**src/rtl/counter_7seg_mux.sv**
```systemverilog
`timescale 1ns/1ps
// Up/down modulo counter with prescaler, load and wrap pulse, driving a
// time-multiplexed N-digit 7-segment display in decimal (double-dabble) or hex.
module counter_7seg_mux #(
    parameter int F_CLK_HZ   = 50_000_000,
    parameter int COUNT_HZ   = 1,
    parameter int REFRESH_HZ = 4000,
    parameter int DIGITS     = 4,
    parameter int MAX_COUNT  = 255,
    parameter int HEX_MODE   = 0,
    parameter int ACTIVE_LOW = 1,
    localparam int CW = (MAX_COUNT > 0) ? $clog2(MAX_COUNT + 1) : 1
) (
    input  logic              clk,
    input  logic              rst_n,
    input  logic              en,
    input  logic              up_dn,
    input  logic              load,
    input  logic [CW-1:0]     load_val,
    output logic [CW-1:0]     count,
    output logic              wrap,
    output logic [6:0]        seg,
    output logic [DIGITS-1:0] an,
    output logic              busy
);

    localparam int TICK_DIV = F_CLK_HZ / COUNT_HZ;
    localparam int DWELL    = F_CLK_HZ / (REFRESH_HZ * DIGITS);
    localparam int PW       = (TICK_DIV > 1) ? $clog2(TICK_DIV) : 1;
    localparam int DWW      = (DWELL > 1) ? $clog2(DWELL) : 1;
    localparam int DIW      = (DIGITS > 1) ? $clog2(DIGITS) : 1;
    localparam int DISP_W   = 4 * DIGITS;

    localparam logic [PW-1:0]  PRESC_LAST = PW'(TICK_DIV - 1);
    localparam logic [DWW-1:0] DWELL_LAST = DWW'(DWELL - 1);
    localparam logic [DIW-1:0] DIGIT_LAST = DIW'(DIGITS - 1);
    localparam logic [CW-1:0]  MAX_CW     = CW'(MAX_COUNT);

    logic [PW-1:0]     presc_q, presc_d;
    logic [CW-1:0]     count_q, count_d;
    logic              wrap_q, wrap_d;
    logic [DWW-1:0]    dwell_q, dwell_d;
    logic [DIW-1:0]    digit_q, digit_d;
    logic [DISP_W-1:0] disp_q;
    logic              tick;
    logic [3:0]        nibble;
    logic [6:0]        seg_raw;
    logic [DIGITS-1:0] an_raw;

    always_comb begin
        tick    = en && (presc_q == PRESC_LAST);
        presc_d = presc_q;
        count_d = count_q;
        wrap_d  = 1'b0;
        if (load) begin
            presc_d = '0;
            count_d = (load_val > MAX_CW) ? MAX_CW : load_val;
        end else begin
            if (en) begin
                presc_d = tick ? '0 : presc_q + 1'b1;
            end
            if (tick) begin
                if (up_dn) begin
                    if (count_q == MAX_CW) begin
                        count_d = '0;
                        wrap_d  = 1'b1;
                    end else begin
                        count_d = count_q + 1'b1;
                    end
                end else begin
                    if (count_q == '0) begin
                        count_d = MAX_CW;
                        wrap_d  = 1'b1;
                    end else begin
                        count_d = count_q - 1'b1;
                    end
                end
            end
        end
    end

    // The digit scan free-runs so the display never freezes, even with en low.
    always_comb begin
        dwell_d = dwell_q + 1'b1;
        digit_d = digit_q;
        if (dwell_q == DWELL_LAST) begin
            dwell_d = '0;
            digit_d = (digit_q == DIGIT_LAST) ? '0 : digit_q + 1'b1;
        end
    end

    always_ff @(posedge clk or negedge rst_n) begin
        if (!rst_n) begin
            presc_q <= '0;
            count_q <= '0;
            wrap_q  <= 1'b0;
            dwell_q <= '0;
            digit_q <= '0;
        end else begin
            presc_q <= presc_d;
            count_q <= count_d;
            wrap_q  <= wrap_d;
            dwell_q <= dwell_d;
            digit_q <= digit_d;
        end
    end

    generate
        if (HEX_MODE != 0) begin : g_hex
            logic [DISP_W-1:0] disp_d;

            always_comb begin
                disp_d = DISP_W'(count_q);
            end

            always_ff @(posedge clk or negedge rst_n) begin
                if (!rst_n) begin
                    disp_q <= '0;
                end else begin
                    disp_q <= disp_d;
                end
            end

            assign busy = 1'b0;
        end else begin : g_dec
            typedef enum logic [1:0] {S_IDLE, S_SHIFT, S_DONE} conv_state_t;

            localparam int BW = $clog2(CW + 1);
            localparam logic [BW-1:0] BIT_LAST = BW'(CW - 1);

            conv_state_t       state_q, state_d;
            logic [CW-1:0]     snap_q, snap_d;
            logic [CW-1:0]     sh_q, sh_d;
            logic [CW-1:0]     last_q, last_d;
            logic [BW-1:0]     bit_q, bit_d;
            logic [DISP_W-1:0] bcd_q, bcd_d;
            logic [DISP_W-1:0] bcd_adj;
            logic [DISP_W-1:0] disp_d;

            // snap_q keeps the value being converted; sh_q is the copy shifted out MSB-first.
            always_comb begin
                state_d = state_q;
                snap_d  = snap_q;
                sh_d    = sh_q;
                last_d  = last_q;
                bit_d   = bit_q;
                bcd_d   = bcd_q;
                disp_d  = disp_q;
                bcd_adj = bcd_q;
                for (int i = 0; i < DIGITS; i++) begin
                    if (bcd_q[4*i +: 4] >= 4'd5) begin
                        bcd_adj[4*i +: 4] = bcd_q[4*i +: 4] + 4'd3;
                    end
                end
                unique case (state_q)
                    S_IDLE: begin
                        if (count_q != last_q) begin
                            state_d = S_SHIFT;
                            snap_d  = count_q;
                            sh_d    = count_q;
                            bcd_d   = '0;
                            bit_d   = '0;
                        end
                    end
                    S_SHIFT: begin
                        bcd_d = {bcd_adj[DISP_W-2:0], sh_q[CW-1]};
                        sh_d  = sh_q << 1;
                        if (bit_q == BIT_LAST) begin
                            state_d = S_DONE;
                        end else begin
                            bit_d = bit_q + 1'b1;
                        end
                    end
                    S_DONE: begin
                        disp_d  = bcd_q;
                        last_d  = snap_q;
                        state_d = S_IDLE;
                    end
                    default: state_d = S_IDLE;
                endcase
            end

            always_ff @(posedge clk or negedge rst_n) begin
                if (!rst_n) begin
                    state_q <= S_IDLE;
                    snap_q  <= '0;
                    sh_q    <= '0;
                    last_q  <= '0;
                    bit_q   <= '0;
                    bcd_q   <= '0;
                    disp_q  <= '0;
                end else begin
                    state_q <= state_d;
                    snap_q  <= snap_d;
                    sh_q    <= sh_d;
                    last_q  <= last_d;
                    bit_q   <= bit_d;
                    bcd_q   <= bcd_d;
                    disp_q  <= disp_d;
                end
            end

            assign busy = (state_q == S_SHIFT);
        end
    endgenerate

    always_comb begin
        nibble = disp_q[4*digit_q +: 4];
        an_raw = DIGITS'(1) << digit_q;
        unique case (nibble)
            4'h0:    seg_raw = 7'h3F;
            4'h1:    seg_raw = 7'h06;
            4'h2:    seg_raw = 7'h5B;
            4'h3:    seg_raw = 7'h4F;
            4'h4:    seg_raw = 7'h66;
            4'h5:    seg_raw = 7'h6D;
            4'h6:    seg_raw = 7'h7D;
            4'h7:    seg_raw = 7'h07;
            4'h8:    seg_raw = 7'h7F;
            4'h9:    seg_raw = 7'h6F;
            4'hA:    seg_raw = 7'h77;
            4'hB:    seg_raw = 7'h7C;
            4'hC:    seg_raw = 7'h39;
            4'hD:    seg_raw = 7'h5E;
            4'hE:    seg_raw = 7'h79;
            default: seg_raw = 7'h71;
        endcase
    end

    assign count = count_q;
    assign wrap  = wrap_q;
    assign seg   = (ACTIVE_LOW != 0) ? ~seg_raw : seg_raw;
    assign an    = (ACTIVE_LOW != 0) ? ~an_raw : an_raw;

endmodule

```
**config.mk**
```make
export PLATFORM = sky130hd
export DESIGN_NAME = counter_7seg_mux
export DESIGN_NICKNAME = d
export VERILOG_FILES = /design/src/rtl/counter_7seg_mux.sv
export SDC_FILE = /design/constraint.sdc
export NUM_CORES = 1
export LEC_CHECK = 0
export ABC_AREA = 1
export BUFFER_PORTS_ARGS = -buffer_cell sky130_fd_sc_hd__buf_2
export CAP_MARGIN = 15
export CORE_AREA = 2 2 107 109
export CTS_CLUSTER_DIAMETER = 60
export DETAILED_ROUTE_END_ITERATION = 12
export DIE_AREA = 0 0 109 111
export GPL_TIMING_DRIVEN = 1
export PLACE_DENSITY = 0.83
export SETUP_SLACK_MARGIN = 0.3
export SLEW_MARGIN = 20
export SYNTH_ARGS = -nofsm -noshare
export SYNTH_HDL_FRONTEND = slang
export SYNTH_SLANG_ARGS = --single-unit
```
**constraint.sdc**
```tcl
create_clock -name clk -period 3.11 [get_ports clk]
set_input_delay 0.622 -clock clk [delete_from_list [all_inputs] [get_ports clk]]
set_output_delay 0.622 -clock clk [all_outputs]
set_load 0.1 [all_outputs]
```
-- Word-level counts from Yosys, hierarchy flattened
Memory sizes are Yosys's and may differ from the RTL's.
Index checks and enable logic that the tools add are counted.
- memory bits (read-only): 112
- RAM bits: 0
- register bits after elaboration: 111
- memories: 1
- logic and storage cells: 83
- latch bits: 0
- $mul: 0
- order comparisons: 5
- mux-type cells: 30
- $add $sub $neg: 10
- shift-type cells: 2
- equality and inequality tests: 11
- reductions and logical operators: 10
- divide/modulo/power cells: 0
- bitwise operators: 2
- memories (name ; depth ; width ; rd ports ; clocked after memory_dff ; write ports ; line ; RTL):
    (no name shown) ; 16 ; 7 ; 1 ; 0 ; 0 ; 210 ; unique case (nibble)
- operator list (cell ; count):
    26-bit two-way mux ; 3
    8-bit two-way mux ; 7
    16-bit one-hot mux with 2 select lines ; 1
    26-bit by 1-bit adder with 26-bit output, second input constant ; 1
    26-bit == test, second input constant ; 1
    4-bit two-way mux ; 5
    4-bit by 3-bit >= comparator with 1-bit output, second input constant ; 4
    16-bit two-way mux ; 1
    8-bit one-hot mux with 2 select lines ; 1
    16-bit by 5-bit variable part select with 4-bit output ; 1
    12-bit by 1-bit adder with 12-bit output, second input constant ; 1
    4-bit by 2-bit adder with 4-bit output, second input constant ; 3
    12-bit == test, second input constant ; 1
    12-bit two-way mux ; 1
    8-bit by 1-bit adder with 8-bit output, second input constant ; 1
    8-bit == test, second input constant ; 1
    8-bit greater-than comparator, second input constant ; 1
    8-bit logical NOT ; 1
    8-bit != test ; 1
    4-bit one-hot mux with 2 select lines ; 1
    8-bit by 1-bit subtractor with 8-bit output, second input constant ; 1
    7-bit inverter ; 1
    2-bit two-way mux ; 3
    2-bit AND reduction ; 3
    17 further kinds ; 25

-- Depth between registers and ports, before layout
Gate-level depths: netlist (run 1).
- depth after elaboration: 5
- depth in mapped cells: 11

-- Worst setup path after synthesis (run 1)
OpenSTA, ideal clock, no wires.
- path kind: flip-flop to output port
- start point: register digit_q[0]
- end point: output port seg[2]
- data required time: 2.488 ns
- buffers on the path: 1
- cell stages (with the launch flop): 10
- setup slack: -1.124 ns
- arrival: 3.612 ns
- cell sequence: dfrtp_1 > buf_2 > inv_2 > nand2_1 > nand3_1 > nand2_1 > inv_1 > ha_1 > o21ai_0 > a21boi_0
- word-level cells in the longest chain between the ends: 3
- RTL lines (element ; line ; RTL):
    start, declared ; 43 ; logic [DIW-1:0] digit_q, digit_d;
    start signal, assigned ; 104 ; digit_q <= digit_d;
    16-bit by 5-bit variable part select with 4-bit output ; 208 ; nibble = disp_q[4*digit_q +: 4];
    memory read 16 x 7 bit ; - ;
    7-bit inverter ; 232 ; assign seg = (ACTIVE_LOW != 0) ? ~seg_raw : seg_raw;
    end, declared ; 22 ; output logic [6:0] seg,
Every way passes these cells.

-- Final worst setup path (run 1)
Same ends and word-level chain as after synthesis.

==> results of run 1 <==
-- cells in the final DEF (no fill, tap or decap), drive strengths merged, types with 11 or more instances in the layout --
cell type / n
nand2: 238
dfrtp: 111
nor2: 106
inv: 99
nand3: 87
o21ai: 87
buf: 42
a21oi: 28
ha: 25
nor3: 20
clkbuf: 11
-- layout make-up --
| class | count | share of cell area, % |
|---|---|---|
| Tap cell | 143 | 2.47 |
| Sequential cell | 111 | 38.3 |
| Inverter | 97 | 5.02 |
| Timing Repair Buffer | 43 | 4.52 |
| Clock buffer | 10 | 3.29 |
| Multi-Input combinational cell | 645 | 45.6 |
| Clock inverter | 6 | 0.742 |
-- sequential cells by signal (all words and copies together), names as in the netlist --
signal / flops
g_dec.sh_q: 8
g_dec.snap_q: 8
g_dec.last_q: 8
dwell_q: 12
g_dec.bit_q: 4
digit_q: 2
presc_q: 26
g_dec.bcd_q: 16
wrap: 1
disp_q: 16
count: 8
g_dec.state_q: 2
-- kinds of logic after synthesis --
family	Yosys count	synth area share (%)
compound gates	124	10.4
flops	111	42.4
fa+ha+maj	25	4.77
xor+xnor	19	2.54
simple gates	469	30.7
buf+inv	120	7.85
mux	8	1.37
-- layer usage --
metal  wire [um]  vias up  GRT usage, %  part of all wire, %
met2        6780      138          39.0                   48
met1        6440     2653          34.6                   45
met3         704       25          3.59                  5.0
met5           0        -             0                    0
met4         249        0          8.72                  1.8
li1            -     2890             -                    -
-- final timing paths --
| kind | from | endpoint | slack [ns] | depth (start not counted) |
|---|---|---|---|---|
| max | digit_q[0] | seg[2] | 0.36 | 9 |
| min | rst_n | presc_q[5] | 0.29 | 1 |
| max reg2reg | count[5] | g_dec.bcd_q[6] | 1.15 | 7 |
| min reg2reg | g_dec.snap_q[4] | g_dec.snap_q[4] | 0.47 | 2 |
| max in group asynchronous | rst_n | digit_q[0] | 2.06 | 2 |
| min in group clk | g_dec.snap_q[4] | g_dec.snap_q[4] | 0.47 | 2 |
-- stage by stage --
step | hold WS (ns) | utilization, %
finish | 0.288 | 65.5
global route | 0.361 | 65.5
global placement | 0.452 | 61.9
CTS | 0.325 | 64.8
floorplan | 0.326 | -
detailed placement | 0.461 | 61.9
-- power by group through the flow --
stage / Combinational, W / Clock, W / Sequential, W
2_1_floorplan: 0.00200 / 0 / 0.00215
3_3_place_gp: 0.00244 / 0 / 0.00212
3_5_place_dp: 0.00251 / 0 / 0.00213
4_1_cts: 0.00259 / 0.00115 / 0.00210
5_1_grt: 0.00298 / 0.00121 / 0.00217
6_report: 0.00270 / 0.00114 / 0.00211
-- synthesized netlist by cell type (7+ instances only) --
library cell,instances
ha_1,25
xor2_1,10
nor2_1,101
o21ai_2,10
nand2_1,233
o21ai_0,77
a21oi_1,28
dfrtp_1,111
xnor2_1,9
buf_2,9
nand3_1,84
nand4_1,7
mux2_2,8
nor3_1,19
inv_1,93
-- timing repair --
item	4_1_cts	5_1_grt
hold buffers	0	0
gates resized for setup	13	18
buffers inserted	1	3
pin swaps	0	1
gates cloned	0	0
setup endpoints to repair	7	7
==> out/metrics.cfg, run 1 <==
[status]
status = finished, final reports clean

[clock_tree]
clkSinkCount = 111
clk_latency_ns = 0.35
root_buffer = clkbuf_16
clockBufferDepth = 2
cts.clk_slew.worst_paths_ns = 0.08
cts_made_buffers = 9
tritoncts = done
cts_max_level = 3

[route]
drt_first_iter_violations = 382
vias_per_cell = 5.41
drt_first_pass_iters = 5
drc = 0
antenna_left = 0
vias = 5706
wl_per_cell_um = 13.4
drt_wl_total_um = 14200

[logic_synthesis]
synthCells = 876
syn_area_sq_um = 6550
async_flop_share_pct = 100
avgSynthCellArea_sq_um = 7.48
ys.flop_type = dfrtp_1
synthTopCellsByArea = dfrtp_1 42%, nand2_1 13%, nand3_1 6.4%, o21ai_0 5.9%, nor2_1 5.8%
yosysTopAreaCell = dfrtp_1
synth_edf_count = 0
synth.ff_latch_count = 111
ys_warn_count = 0
syn_nets = 914
yosysSeqAreaShare_pct = 42.4
yosys.area.top_type_share_pct = 42.4
yosysUniqueCellTypes = 35

[power]
vdd_drop_max_v = 0.00103
powerDensity_nw_per_um2 = 820
p_int_w = 0.00328
swShare_pct = 44.8
pwr-share-clk_pct = 19.2
power_frac_seq_pct = 35.5
leakagePower_nw = 3.49
pwr-share-comb_pct = 45.3
p_switching_w = 0.00267
power_w = 0.00595

[sta]
slew_headroom_pct = 55.0
rsz0062_at_grt = true
finalSetupTns_ns = 0
clock_skew_ns = 0.0106
setup_slack_ns = 0.361
finalHoldViolCount = 0
finalCritPeriodShare_pct = 88.4
finalSetupViolations = 0
fmax_mhz = 364
min_period_ns = 2.75
drv_slew = 0
worst_pin_slew_ns = 0.674

[grt]
grt_overflow = 0
grt_max_degree = 61
grt_pass1_vias = 5315
grt_pass1_wl_um = 24200
antenna_found_initial = 0
grtUsageTotal_pct = 24.7

[final_layout]
antenna_cells = 0
nets = 945
multi_input_area_sq_um = 3310
fill_cells = 893
layout-drive-gt1-share_pct = 12.7
final_cell_area_sq_um = 7260
syn2layout_area_growth_pct = 10.7
regArea_sq_um = 2780
stdcell_count = 1055

[floorplan]
core_sq_um = 11100
fp-row-count = 39
initial_utilization_pct = 59.2
dieArea_sq_um = 12100
die_h_um = 111
ios = 34
fp.dieW_um = 109

[placed_design]
postPlaceCellArea_sq_um = 6850
dp.cells = 1035
dp_slack_ns = 0.318
gp_congestion = 0.902
port_buffers = 33
hpwl_um = 9880

[worst_hold_path]
hp-class = in2async

[setup_path]
slowest_stage = dfrtp_2
crit_path_max_incr_delay_ns = 0.43
crit_chain = buf_4, nand2_1, nand3_1, nand2_2, inv_1, ha_2, o21ai_2, a21boi_4, buf_12
worstSetupPathType = reg2out
required_ns = 2.49
crit_fanout = 7
critPathTopFamily = flip-flops
critPathCaptureType = output port
critPathBufInv = 3
start_kind = register
critPathArrivalTime_ns = 2.13

[flow_run]
cap_violations = 0

(Power assumes the default switching activity.)
==> run 2: changes to the inputs <==
==> constraint.sdc (replaced) <==
create_clock -name clk -period 3.11 [get_ports clk]
set_input_delay 0.311 -clock clk [delete_from_list [all_inputs] [get_ports clk]]
set_output_delay 0.311 -clock clk [all_outputs]
set_load 0.1 [all_outputs]
==> run 2 against run 1 <==
  * Critical path type unchanged
  * The flow now finishes with violations (negative hold slack)
  * Die area stayed put
  * First-iteration DRC count is 13% higher
  * Flip-flop and latch count stayed put
  * Cell count is 0.47% lower
  * Critical path depth stayed put
  * Global-route usage is 0.90 points lower
  * Wire length is 4.4% lower
==> out/metrics.cfg, run 2 (synthesis results as in run 1) <==
[final_layout]
regArea_sq_um = 2780
regMostFlops = presc_q
antenna_cells = 0
nets = 941
stdcell_count = 1050
final_common_cell = nand2_1
reg_top3 = presc_q x26, disp_q x16, g_dec.bcd_q x16
fill_cells = 925
multi_input_area_sq_um = 3270
layout_common_cells = 233 x nand2_1, 110 x dfrtp_1, 101 x nor2_1
layout-drive-gt1-share_pct = 10.8
syn2layout_area_growth_pct = 9.09
largest_reg_flops = 26
fin_util_pct = 64.5

[grt]
grt_pass1_wl_um = 23100
antenna_found_initial = 0
grtUsageTotal_pct = 23.8
grt_overflow = 0
grt_pass1_vias = 5088
grt_max_degree = 54

[route]
wl_met1_um = 6470
drt_first_pass_iters = 7
drt_wl_total_um = 13600
antenna_left = 0
drc = 0
wl_per_cell_um = 12.9
vias = 5612
vias_per_cell = 5.34
met3WireLength_um = 571
wl_met2_um = 6310
top_layer = met4
drt_first_iter_violations = 430

[setup_path]
crit_fanout = 12
worstSetupPathType = reg2out
crit_chain = inv_2, nand2_1, nand3_1, nand2_1, inv_1, ha_1, o21ai_0, a21boi_1, buf_6
cpMostUsedCell = nand2_1
required_ns = 2.80
slowest_stage = dfrtp_2
crit_path_max_incr_delay_ns = 0.47
critPathArrivalTime_ns = 2.41
critPathCaptureType = output port
start_kind = register

[clock_tree]
cts_setup_buffers = 0
root_buffer = clkbuf_16
tritoncts = done
cts_made_buffers = 9
cts.clk_slew.worst_paths_ns = 0.07
clkSinkCount = 111
cts_hold_buf = 0
clockBufferDepth = 2
cts_max_level = 3
clk_latency_ns = 0.35

[sta]
fmax_mhz = 368
clock_skew_ns = 0.00821
finalCritPeriodShare_pct = 87.4
finalHoldViolCount = 3
worst_pin_slew_ns = 0.777
finalSetupViolations = 0
hold_ws_ns = -0.00964
slew_headroom_pct = 48.2
min_period_ns = 2.72
rsz0062_at_grt = true
drv_slew = 0

[power]
pwr-share-comb_pct = 42.3
p_switching_w = 0.00254
power_frac_seq_pct = 36.4
leakagePower_nw = 3.45
swShare_pct = 43.8
p_int_w = 0.00325
pwr-share-clk_pct = 21.3
vdd_drop_max_v = 0.00105
powerDensity_nw_per_um2 = 810

[placed_design]
dp.cells = 1035
gp_congestion = 0.934
hpwl_um = 9700
port_buffers = 33

[floorplan]
fp-row-count = 39
dieArea_sq_um = 12100
die_h_um = 111
initial_utilization_pct = 59.2
core_sq_um = 11100
ios = 34
fp.dieW_um = 109

[status]
violations = negative hold slack
status = finished with violations

[worst_hold_path]
hp-class = in2async

[flow_run]
cap_violations = 0

-- run 2: critical path: cells and delay by family, from the launching register on --
| kind | cells | cell delay [ns] |
|---|---|---|
| buf+inv | 3 | 0.48 |
| compound gates | 2 | 0.49 |
| flops | 1 | 0.47 |
| fa+ha+maj | 1 | 0.24 |
| simple gates | 3 | 0.36 |
-- run 2: final cells by class --
type / count / area share [%]
Clock buffer: 10 / 3.20
Clock inverter: 5 / 1.17
Inverter: 97 / 5.09
Multi-Input combinational cell: 645 / 45.8
Sequential cell: 111 / 38.9
Tap cell: 143 / 2.50
Timing Repair Buffer: 39 / 3.38
-- run 2: path summary, 6_finish.rpt --
path	start	to	slack, ns	cells past startpoint
worst max register to register	count[5]	g_dec.bcd_q[6]	1.15	7
worst max-delay path	digit_q[0]	seg[2]	0.39	9
max in group asynchronous	rst_n	g_dec.bcd_q[10]	2.40	2
worst min-delay path	rst_n	presc_q[6]	-0.01	1
worst min register to register	g_dec.snap_q[4]	g_dec.snap_q[4]	0.47	2
min in group clk	load_val[2]	count[2]	0.26	5
-- run 2: per-stage QoR --
stage	area [sq um]	power, W	setup WS, ns	hold slack [ns]	TNS, ns
after floorplan	6560	0.00411	-0.105	0.0154	-0.105
after global placement	6820	0.00448	0.632	0.400	0
after detailed placement	6820	0.00455	0.576	0.404	0
after CTS	7130	0.00580	0.318	0.0202	0
after global routing	7150	0.00620	0.230	0.0634	0
final	7150	0.00579	0.393	-0.00964	0
-- run 2: what timing repair did --
action                     in CTS  in global routing
setup endpoints to repair       1                  6
gates cloned                    0                  0
gates resized for setup         1                  6
hold endpoints to repair        0                  0
-- run 2: power by group through the flow --
stage          sequential [W]  combinational, W  clock [W]
4_1_cts               0.00211           0.00244    0.00125
2_1_floorplan         0.00215           0.00197          0
5_1_grt               0.00216           0.00274    0.00130
6_report              0.00211           0.00245    0.00123
3_5_place_dp          0.00213           0.00242          0
3_3_place_gp          0.00212           0.00236          0
-- run 2: metal layers --
layer | vias to the layer above | track usage, %
li1 | 2872 | -
met2 | 133 | 36.9
met1 | 2592 | 34.0
met4 | 0 | 9.06
met5 | - | 0
met3 | 15 | 3.06
==> run 3: changes to the inputs <==
--- a/config.mk
+++ b/config.mk
@@ -14,6 +14,7 @@
 export DIE_AREA = 0 0 109 111
 export GPL_TIMING_DRIVEN = 1
 export PLACE_DENSITY = 0.83
+export RECOVER_POWER = 100
 export SETUP_SLACK_MARGIN = 0.3
 export SLEW_MARGIN = 20
 export SYNTH_ARGS = -nofsm -noshare
==> run 3 against run 2 <==
  * The flow now finishes without violations
  * Clock power is essentially flat
  * Power shrank 2.0%
  * First-iteration DRC count grew 3.5%
  * Critical endpoint is now seg[3]
  * Combinational power shrank 5%
  * Critical path depth is the same
  * Flip-flop and latch count is the same
  * Register-to-register slack lost 0.43 ns
  * Wire length grew 0.47%
  * Largest power group unchanged
  * Via count is essentially flat
  * Non-clock buffer count is the same
==> out/metrics.cfg, run 3 (synthesis results as in run 1) <==
[grt]
grt_pass1_vias = 5088
grtUsageTotal_pct = 23.8
antenna_found_initial = 0
grt_max_degree = 54
grt_pass1_wl_um = 23100
grt_overflow = 0

[placed_design]
dp.cells = 1035
gp_congestion = 0.934
hpwl_um = 9700
port_buffers = 33

[clock_tree]
cts_max_level = 3
cts.clk_slew.worst_paths_ns = 0.07
clkSinkCount = 111
root_buffer = clkbuf_16
clk_latency_ns = 0.35
tritoncts = done
clockBufferDepth = 2
cts_hold_buf = 0
cts_made_buffers = 9

[floorplan]
die_h_um = 111
fp-row-count = 39
initial_utilization_pct = 59.2
fp.dieW_um = 109
core_sq_um = 11100
ios = 34
dieArea_sq_um = 12100

[power]
vdd_drop_max_v = 0.00100
leakagePower_nw = 3.38
powerDensity_nw_per_um2 = 808
p_switching_w = 0.00249
p_int_w = 0.00318
power_frac_seq_pct = 37.2
swShare_pct = 43.9
pwr-share-clk_pct = 21.8
pwr-share-comb_pct = 41.0

[final_layout]
stdcell_count = 1050
final_common_cell = nand2_1
syn2layout_area_growth_pct = 7.22
largest_reg_flops = 26
regMostFlops = presc_q
layout-drive-gt1-share_pct = 7.06
fin_util_pct = 63.4
reg_top3 = presc_q x26, disp_q x16, g_dec.bcd_q x16
fill_cells = 974
nets = 941
regArea_sq_um = 2780
multi_input_area_sq_um = 3210
antenna_cells = 0
layout_common_cells = 236 x nand2_1, 110 x dfrtp_1, 103 x nor2_1

[route]
wl_per_cell_um = 13.0
antenna_left = 0
vias_per_cell = 5.34
drt_wl_total_um = 13600
vias = 5611
drc = 0
drt_first_iter_violations = 445
drt_first_pass_iters = 5

[status]
status = finished, final reports clean

[sta]
drv_slew = 0
rsz0062_at_grt = true
min_period_ns = 2.76
fmax_mhz = 363
slew_headroom_pct = 10.2
clock_skew_ns = 0.00821
finalHoldViolCount = 0
finalCritPeriodShare_pct = 88.6
hold_ws_ns = 0.243
finalSetupViolations = 0
worst_pin_slew_ns = 1.35

[worst_hold_path]
hp-class = in2async

[setup_path]
critPathArrivalTime_ns = 2.44
required_ns = 2.80
r2r_cells = 7
worstSetupPathType = reg2out
critPathCaptureType = output port
crit_fanout = 12
start_kind = register

[flow_run]
cap_violations = 0

==> run 3: cell types whose count changed in the layout (fill, tap and decap cells not counted), moves of 3 or more <==
cell,delta
clkbuf_1,+17
buf_2,-16
o21ai_0,+9
o21ai_2,-9
clkbuf_2,+8
buf_4,-4
clkbuf_4,-4
nand2_1,+3
==> run 3: power by group through the flow <==
stage                     clock network (W)  registers, W  logic [W]
after floorplan                           0       0.00215    0.00197
after global placement                    0       0.00212    0.00236
after detailed placement                  0       0.00213    0.00242
after CTS                           0.00125       0.00211    0.00244
after global routing                0.00130       0.00216    0.00261
final                               0.00124       0.00211    0.00233
==> run 3: per-layer routing <==
metal | wire length (um) | global-route usage, %
met5 | 0 | 0
met1 | 6460 | 34.0
met2 | 6290 | 36.9
met4 | 226 | 9.06
met3 | 644 | 3.06
==> run 3: per-stage QoR <==
stage	TNS, ns	total power [W]	worst slack (ns)	area, sq um
after global routing	0	0.00607	0.196	7030
final	0	0.00567	0.354	7030
after CTS	0	0.00580	0.318	7130
after floorplan	-0.105	0.00411	-0.105	6560
after global placement	0	0.00448	0.632	6820
after detailed placement	0	0.00455	0.576	6820
==> run 3: final cells by class <==
cell class / instances / share of cell area (%)
Clock buffer: 10 / 3.26
Clock inverter: 5 / 1.19
Inverter: 97 / 5.18
Sequential cell: 111 / 39.6
Multi-Input combinational cell: 645 / 45.6
Timing Repair Buffer: 39 / 2.64
Tap cell: 143 / 2.55
==> run 3: what timing repair did <==
item,CTS,global route
gates cloned,0,0
setup buffers,0,0
resized for setup,1,6
setup endpoints to repair,1,6
==> run 3: worst max-delay path: stages, from the launching register on <==
cell      delay [ns]
dfrtp_2         0.49
inv_2           0.17
nand2_1         0.07
nand3_1         0.08
nand2_1         0.17
ha_1            0.34
nand2_1         0.10
o21ai_0         0.10
o21ai_2         0.11
clkbuf_2        0.46
==> run 3: final timing paths <==
kind / from / endpoint / slack (ns)
setup / recovery: digit_q[0] / seg[3] / 0.35
hold / removal: rst_n / presc_q[6] / 0.24
setup reg to reg: count[5] / g_dec.bcd_q[12] / 0.72
hold reg to reg: g_dec.snap_q[4] / g_dec.snap_q[4] / 0.47
max in group asynchronous: rst_n / digit_q[0] / 1.14
min in group clk: load_val[2] / count[2] / 0.26
